File: config.mk
export PLATFORM = sky130hd
export DESIGN_NAME = mc_control
export DESIGN_NICKNAME = d
export VERILOG_FILES = /design/src/rtl/cpu_pkg.sv /design/src/rtl/mc_control.sv
export SDC_FILE = /design/constraint.sdc
export NUM_CORES = 1
export LEC_CHECK = 0
export BUFFER_PORTS_ARGS = -buffer_cell sky130_fd_sc_hd__buf_4
export CAP_MARGIN = 0
export CELL_PAD_IN_SITES_DETAIL_PLACEMENT = 1
export CELL_PAD_IN_SITES_GLOBAL_PLACEMENT = 1
export CORE_MARGIN = 2
export CORE_UTILIZATION = 32
export CTS_CLUSTER_DIAMETER = 150
export CTS_CLUSTER_SIZE = 10
export DETAILED_ROUTE_END_ITERATION = 10
export PLACE_DENSITY = 0.92
export SYNTH_ARGS = -nofsm -noshare
export SYNTH_HDL_FRONTEND = slang
export SYNTH_SLANG_ARGS = --single-unit
File: constraint.sdc
create_clock -name clk -period 2.3 [get_ports clk]
set_input_delay 0.23 -clock clk [delete_from_list [all_inputs] [get_ports clk]]
set_output_delay 0.23 -clock clk [all_outputs]
set_load 0.02 [all_outputs]
File: src/rtl/cpu_pkg.sv
// Shared encodings for the 16-bit multicycle CPU: opcodes, ALU ops,
// datapath mux selects and the control FSM state type.
package cpu_pkg;

    localparam logic [3:0] OP_R    = 4'b0000;
    localparam logic [3:0] OP_ADDI = 4'b0001;
    localparam logic [3:0] OP_LW   = 4'b0010;
    localparam logic [3:0] OP_SW   = 4'b0011;
    localparam logic [3:0] OP_BEQ  = 4'b0100;
    localparam logic [3:0] OP_JMP  = 4'b0101;

    localparam logic [2:0] ALU_ADD = 3'b000;
    localparam logic [2:0] ALU_SUB = 3'b001;
    localparam logic [2:0] ALU_AND = 3'b010;
    localparam logic [2:0] ALU_OR  = 3'b011;
    localparam logic [2:0] ALU_SLT = 3'b100;

    localparam logic [1:0] PC_SRC_ALU    = 2'b00;
    localparam logic [1:0] PC_SRC_ALUOUT = 2'b01;
    localparam logic [1:0] PC_SRC_JUMP   = 2'b10;

    localparam logic [1:0] SRC_B_REG = 2'b00;
    localparam logic [1:0] SRC_B_ONE = 2'b01;
    localparam logic [1:0] SRC_B_IMM = 2'b10;

    typedef enum logic [3:0] {
        S_FETCH,
        S_DECODE,
        S_EXEC_R,
        S_R_WB,
        S_EXEC_I,
        S_I_WB,
        S_MEM_ADDR,
        S_MEM_RD,
        S_MEM_WB,
        S_MEM_WR,
        S_BRANCH,
        S_JUMP
    } state_t;

endpackage

File: src/rtl/mc_control.sv
// Multicycle control FSM: sequences fetch/decode/execute/memory/writeback
// and drives the datapath selects, ALU function and memory handshake.
//
// state      | meaning
// S_FETCH    | read instruction at PC, PC <= PC+1 when memory is ready
// S_DECODE   | compute branch target into ALUOut, dispatch on opcode
// S_EXEC_R   | ALU A op B with op = funct
// S_R_WB     | write ALUOut to IR[5:3]
// S_EXEC_I   | ALU A + imm
// S_I_WB     | write ALUOut to IR[8:6]
// S_MEM_ADDR | ALU A + imm as load/store address
// S_MEM_RD   | data read at ALUOut, waits for mem_ready
// S_MEM_WB   | write MDR to IR[8:6]
// S_MEM_WR   | data write at ALUOut, waits for mem_ready
// S_BRANCH   | compare A - B, take branch target when zero
// S_JUMP     | PC <= {PC[15:12], IR[11:0]}
module mc_control
    import cpu_pkg::*;
(
    input  logic       clk,
    input  logic       rst_n,
    input  logic [3:0] opcode,
    input  logic [2:0] funct,
    input  logic       zero,
    input  logic       mem_ready,
    output logic       mem_read,
    output logic       mem_write,
    output logic       iord,
    output logic       ir_write,
    output logic       pc_write,
    output logic [1:0] pc_src,
    output logic       alu_src_a,
    output logic [1:0] alu_src_b,
    output logic [2:0] alu_control,
    output logic       reg_write,
    output logic       reg_dst,
    output logic       mem_to_reg,
    output logic       instr_done,
    output logic       illegal
);

    state_t state, state_next;

    always_ff @(posedge clk or negedge rst_n) begin
        if (!rst_n) begin
            state <= S_FETCH;
        end else begin
            state <= state_next;
        end
    end

    always_comb begin
        state_next = state;
        case (state)
            S_FETCH:    if (mem_ready) state_next = S_DECODE;
            S_DECODE: begin
                case (opcode)
                    OP_R:          state_next = S_EXEC_R;
                    OP_ADDI:       state_next = S_EXEC_I;
                    OP_LW, OP_SW:  state_next = S_MEM_ADDR;
                    OP_BEQ:        state_next = S_BRANCH;
                    OP_JMP:        state_next = S_JUMP;
                    default:       state_next = S_FETCH;
                endcase
            end
            S_EXEC_R:   state_next = S_R_WB;
            S_EXEC_I:   state_next = S_I_WB;
            S_MEM_ADDR: begin
                if (opcode == OP_LW)      state_next = S_MEM_RD;
                else if (opcode == OP_SW) state_next = S_MEM_WR;
                else                      state_next = S_FETCH;
            end
            S_MEM_RD:   if (mem_ready) state_next = S_MEM_WB;
            S_MEM_WR:   if (mem_ready) state_next = S_FETCH;
            S_R_WB, S_I_WB, S_MEM_WB, S_BRANCH, S_JUMP:
                        state_next = S_FETCH;
            default:    state_next = S_FETCH;
        endcase
    end

    always_comb begin
        mem_read    = 1'b0;
        mem_write   = 1'b0;
        iord        = 1'b0;
        ir_write    = 1'b0;
        pc_write    = 1'b0;
        pc_src      = PC_SRC_ALU;
        alu_src_a   = 1'b0;
        alu_src_b   = SRC_B_REG;
        alu_control = ALU_ADD;
        reg_write   = 1'b0;
        reg_dst     = 1'b0;
        mem_to_reg  = 1'b0;
        instr_done  = 1'b0;
        illegal     = 1'b0;
        case (state)
            S_FETCH: begin
                mem_read  = 1'b1;
                alu_src_b = SRC_B_ONE;
                ir_write  = mem_ready;
                pc_write  = mem_ready;
            end
            S_DECODE: begin
                alu_src_b = SRC_B_IMM;
                if (opcode > OP_JMP) begin
                    illegal    = 1'b1;
                    instr_done = 1'b1;
                end
            end
            S_EXEC_R: begin
                alu_src_a   = 1'b1;
                alu_control = funct;
            end
            S_R_WB: begin
                reg_write  = 1'b1;
                reg_dst    = 1'b1;
                instr_done = 1'b1;
            end
            S_EXEC_I, S_MEM_ADDR: begin
                alu_src_a = 1'b1;
                alu_src_b = SRC_B_IMM;
            end
            S_I_WB: begin
                reg_write  = 1'b1;
                instr_done = 1'b1;
            end
            S_MEM_RD: begin
                mem_read = 1'b1;
                iord     = 1'b1;
            end
            S_MEM_WB: begin
                reg_write  = 1'b1;
                mem_to_reg = 1'b1;
                instr_done = 1'b1;
            end
            S_MEM_WR: begin
                mem_write  = 1'b1;
                iord       = 1'b1;
                instr_done = mem_ready;
            end
            S_BRANCH: begin
                alu_src_a   = 1'b1;
                alu_control = ALU_SUB;
                pc_src      = PC_SRC_ALUOUT;
                pc_write    = zero;
                instr_done  = 1'b1;
            end
            S_JUMP: begin
                pc_write   = 1'b1;
                pc_src     = PC_SRC_JUMP;
                instr_done = 1'b1;
            end
            default: ;
        endcase
        // The state register sits at FETCH during reset; mask so nothing is
        // requested until rst_n releases, and drop any stalled access at once.
        if (!rst_n) begin
            mem_read    = 1'b0;
            mem_write   = 1'b0;
            iord        = 1'b0;
            ir_write    = 1'b0;
            pc_write    = 1'b0;
            pc_src      = 2'b00;
            alu_src_a   = 1'b0;
            alu_src_b   = 2'b00;
            alu_control = 3'b000;
            reg_write   = 1'b0;
            reg_dst     = 1'b0;
            mem_to_reg  = 1'b0;
            instr_done  = 1'b0;
            illegal     = 1'b0;
        end
    end

endmodule
* After elaboration in Yosys (flattened, before gate mapping) *
Cells that the tools add are included.

storage, ports and cells
  register bits = 4
  input port bits = 11
  output and inout port bits = 18
  word-level logic and storage cells = 67

operators by class
  multiplexer cells = 36
  equal/unequal tests = 19
  magnitude comparators = 1
  reductions and logical operators = 10

operator list
  kind                                                           count
  one-hot mux 4 bit (7 select lines)                             1
  equality test 4 x 3 -> 1 bit, second input constant            6
  2-to-1 mux 1 bit                                               21
  2-to-1 mux 4 bit                                               5
  one-hot mux 4 bit (5 select lines)                             1
  equality test 4 x 2 -> 1 bit, second input constant            4
  equality test 4 bit, second input constant                     4
  equality test 4 x 1 -> 1 bit, second input constant            2
  zero test 4 bit                                                2
  one-hot mux 2 bit (2 select lines)                             2
  != test 2 bit, second input constant                           3
  one-hot mux 1 bit (3 select lines)                             2
  one-hot mux 3 bit (2 select lines)                             1
  OR reduction 2 bit                                             3
  OR reduction 3 bit                                             2
  OR reduction 5 bit                                             1
  greater-than comparator 4 x 3 -> 1 bit, second input constant  1
  2-to-1 mux 2 bit                                               2
  OR reduction 4 bit                                             1
  2-to-1 mux 3 bit                                               1
  AND reduction 3 bit                                            1

* Depth between registers and ports, before layout *
  word-level depth = 4
  gate-level depth with buffers = 5
  depth with buffers taken out = 4

* Worst setup path before layout *
Ideal clock, no wire load.

  path type = register to output
  from = reg state[2]
  to = out alu_src_a
  slack = 0.257 ns
  buffers on the path = 2
  data required time = 2.070 ns
  stages on the path, launching flop included = 4
  arrival = 1.813 ns
  path through = dfrtp_1 -> buf_6 -> buf_2 -> a2111oi_0

between the ends
  cells in the longest elaborated chain, start to end = 4
  elaborated cells between the ends (all ways) = 7
  those cells by class = eq/ne: 4; mux: 2; reduce/logical: 1

ends and longest elaborated chain
  element                                               RTL line           source
  start, declared                                       mc_control.sv:42   state_t state, state_next;
  start signal, assigned                                mc_control.sv:48   state <= state_next;
  equality test 4 x 3 -> 1 bit (tied with other cells)  mc_control.sv:96   case (state)
  OR reduction 4 bit (no line) *                        --
  2-to-1 mux 1 bit *                                    mc_control.sv:96
  2-to-1 mux 1 bit *                                    mc_control.sv:157  if (!rst_n) begin
  end, declared                                         mc_control.sv:32   output logic alu_src_a,

Every way passes the cells marked *; elsewhere a longest branch is shown, timed or not.

* Worst setup path after layout *
  from = reg state[3]
  to = out pc_write

between the ends
  cells in the longest elaborated chain, start to end = 3
  elaborated cells between the ends (all ways) = 5
  those cells by class = eq/ne: 2; mux: 2; reduce/logical: 1

ends and longest elaborated chain
  element                                                 RTL line           source
  equality test 4 bit or zero test 4 bit (tied branches)  mc_control.sv:96
  one-hot mux 1 bit (3 select lines) *                    mc_control.sv:96
  2-to-1 mux 1 bit *                                      mc_control.sv:157
  end, declared                                           mc_control.sv:30   output logic pc_write,

Marked as above.

==> impl_metrics.json <==
{
  "status": "completed",
  "grt_use_total_pct": 17.6,
  "cp_slowest_stage_delay_ps": 550,
  "drt_iter0_markers": 5,
  "maxCapViolations": 0,
  "grt_pass1_vias": 659,
  "total_power_mw": 0.932,
  "crit_buf_inv": 1,
  "synth_nets": 97,
  "fin_skew_ps": 3.59,
  "timing.rr.start": "state[1]",
  "ys.flop_type": "dfrtp_1",
  "rsz0062_at_grt": "no",
  "initial_utilization_pct": 34.1,
  "vias": 727,
  "synth_edf_count": 0,
  "largest_register_ffs": 4,
  "ys_seq_area_share_pct": 16.8,
  "port_buffers": 28,
  "die_area_um2": 2220,
  "dpl.hpwl_mm": 1.45,
  "insertion_delay_ps": 240,
  "firstDrtPassIters": 4,
  "cp.required_ps": 2070,
  "worst_setup_path_end_kind": "output pin",
  "drc": 0,
  "ys_types": 34,
  "crit_family": "simple AND/OR/NAND/NOR gates",
  "powerDensity_nw_per_um2": 1130,
  "cts_sinks": 4,
  "rows": 15,
  "synth-seq-cells": 4,
  "final_cell_mix": "28 x buf_4, 10 x nor2_1, 7 x nand2_1, 7 x a21oi_1",
  "postSynthCellCount": 86,
  "numCtsBuffers": 3,
  "syn_area_um2": 596,
  "reg2reg_slack_ps": 560,
  "yosys_warnings": 0,
  "routed_wl_mm": 1.88,
  "async_flop_share_pct": 100,
  "cts_max_path_buffers": 2,
  "period_minus_slack_ps": 1990,
  "coreArea_um2": 1750,
  "n_antenna_cell": 0,
  "cts_tree": "done",
  "start_kind": "register",
  "grt_max_degree": 24,
  "top_regs": "state x4",
  "fmax_ghz": 0.502,
  "avgSynthCellArea_um2": 6.93,
  "slew_headroom_pct": 57.9,
  "cp_max_fo": 15,
  "fp.dieH_um": 47.1,
  "final_cell_area_um2": 828,
  "multi_input_area_um2": 447,
  "post_cts_buffers": 0,
  "num-fill-cells": 246,
  "wl_per_cell_um": 13.8,
  "setup_viol": 0,
  "drive_above_1_share_pct": 31.5,
  "final_common_cell": "buf_4",
  "hp-start": "mem_ready",
  "hold_path_end": "state[3]",
  "antenna_found_initial": 0,
  "hold_viol": 0,
  "hold_depth": 4,
  "irDropWorstVdd_mv": 0.588,
  "grt_pass1_wl_mm": 2.77,
  "htreeDepth": 1,
  "cpMaxStageDelayCell": "dfrtp_1",
  "grt-ovfl-total": 0,
  "worstSetupPathType": "register to output pin",
  "place_area_um2": 796,
  "period_share_pct": 86.6,
  "final-seq-area_um2": 100,
  "tightest_slew_ps": 632,
  "reg2regPathDepth": 4,
  "rr_endpoint": "state[3]",
  "place.gp.congestion": 0.837,
  "area_delta_synth_final_pct": 39.1,
  "ant_nets": 0,
  "whs_ps": 315,
  "clk_pin_slew_ps": 40,
  "cts-root-buf": "clkbuf_4",
  "p_leak_nw": 0.381,
  "slew_violations": 0,
  "tns_ps": 0,
  "regMostFlops": "state",
  "via_per_inst": 5.35,
  "die_w_um": 47.1,
  "min_path_type": "input port to register",
  "arrival_ps": 1760,
  "finish.net_count": 124,
  "path_cells": "nand2b_1 -> nor4_2 -> and2_1 -> o21bai_1 -> buf_4",
  "ioPinCount": 29,
  "final_core_util_pct": 47.5
}
cells by family after synthesis:
kind of cell / share of synthesized area [%]
AND/OR/NAND/NOR: 45.4
buffers and inverters: 8.19
AO/OA/AOI/OAI: 24.8
flip-flops: 16.8
XOR/XNOR: 1.47
multiplexers: 3.36
metrics by stage:
step                cells  worst slack [ps]
floorplan              86               257
global placement      132               582
detailed placement    132               553
CTS                   136               298
global route          136               155
finish                136               309
what timing repair did:
| action | CTS | global route |
|---|---|---|
| gates resized for setup | 0 | 0 |
| endpoints found under the setup margin | 0 | 0 |
| hold buffers | 1 | 0 |
| hold endpoints to repair | 4 | 0 |
worst max-delay path by stage:
stage,from,to,slack [ps],depth (start not counted)
after detailed placement,state[3],pc_write,550,5
after floorplan,state[2],alu_src_a,260,3
after global placement,state[3],pc_write,580,5
final,state[3],pc_write,310,5
after CTS,state[3],pc_write,300,5
after global routing,state[3],pc_write,160,5
routing by layer:
metal,vias to the layer above,GRT usage [%],wire length (um)
met5,-,0,0
li1,362,-,-
met4,0,7.22,29
met2,31,31.2,925
met3,4,5.00,125
met1,330,19.6,796
synth_stat cells, drive strengths merged, types with 2 or more instances:
library cell	count	area, um2
mux2i	2	20.0
o21ai	5	25.0
buf	7	41.3
nor2	10	37.5
and3	4	25.0
or2b	2	15.0
nor3	4	20.0
dfrtp	4	100
a21oi	7	35.0
nor2b	4	25.0
nand2b	4	25.0
nor4	2	25.0
and2	2	12.5
or3	2	12.5
a31oi	2	12.5
inv	2	7.51
nand3	2	10.0
nand2	7	26.3
worst reg2reg max path, delay by kind of cell (launching register included):
kind             cells  cell delay (ps)
flip-flops           1              590
AO/OA/AOI/OAI        1              190
AND/OR/NAND/NOR      3              880
layout make-up:
class,count,area share [%]
timing repair buffer,29,26.6
sequential,4,12.1
clock buffer,3,2.72
multi-input combinational,73,53.9
tap,25,3.78
inverter,2,0.906
power by group:
part / internal, mW / leakage, nW / switching [mW]
clock network: 0.0584 / 0.0138 / 0.0292
logic: 0.279 / 0.315 / 0.311
registers: 0.0993 / 0.0528 / 0.156
No activity file was read; power rests on OpenSTA's default activity.
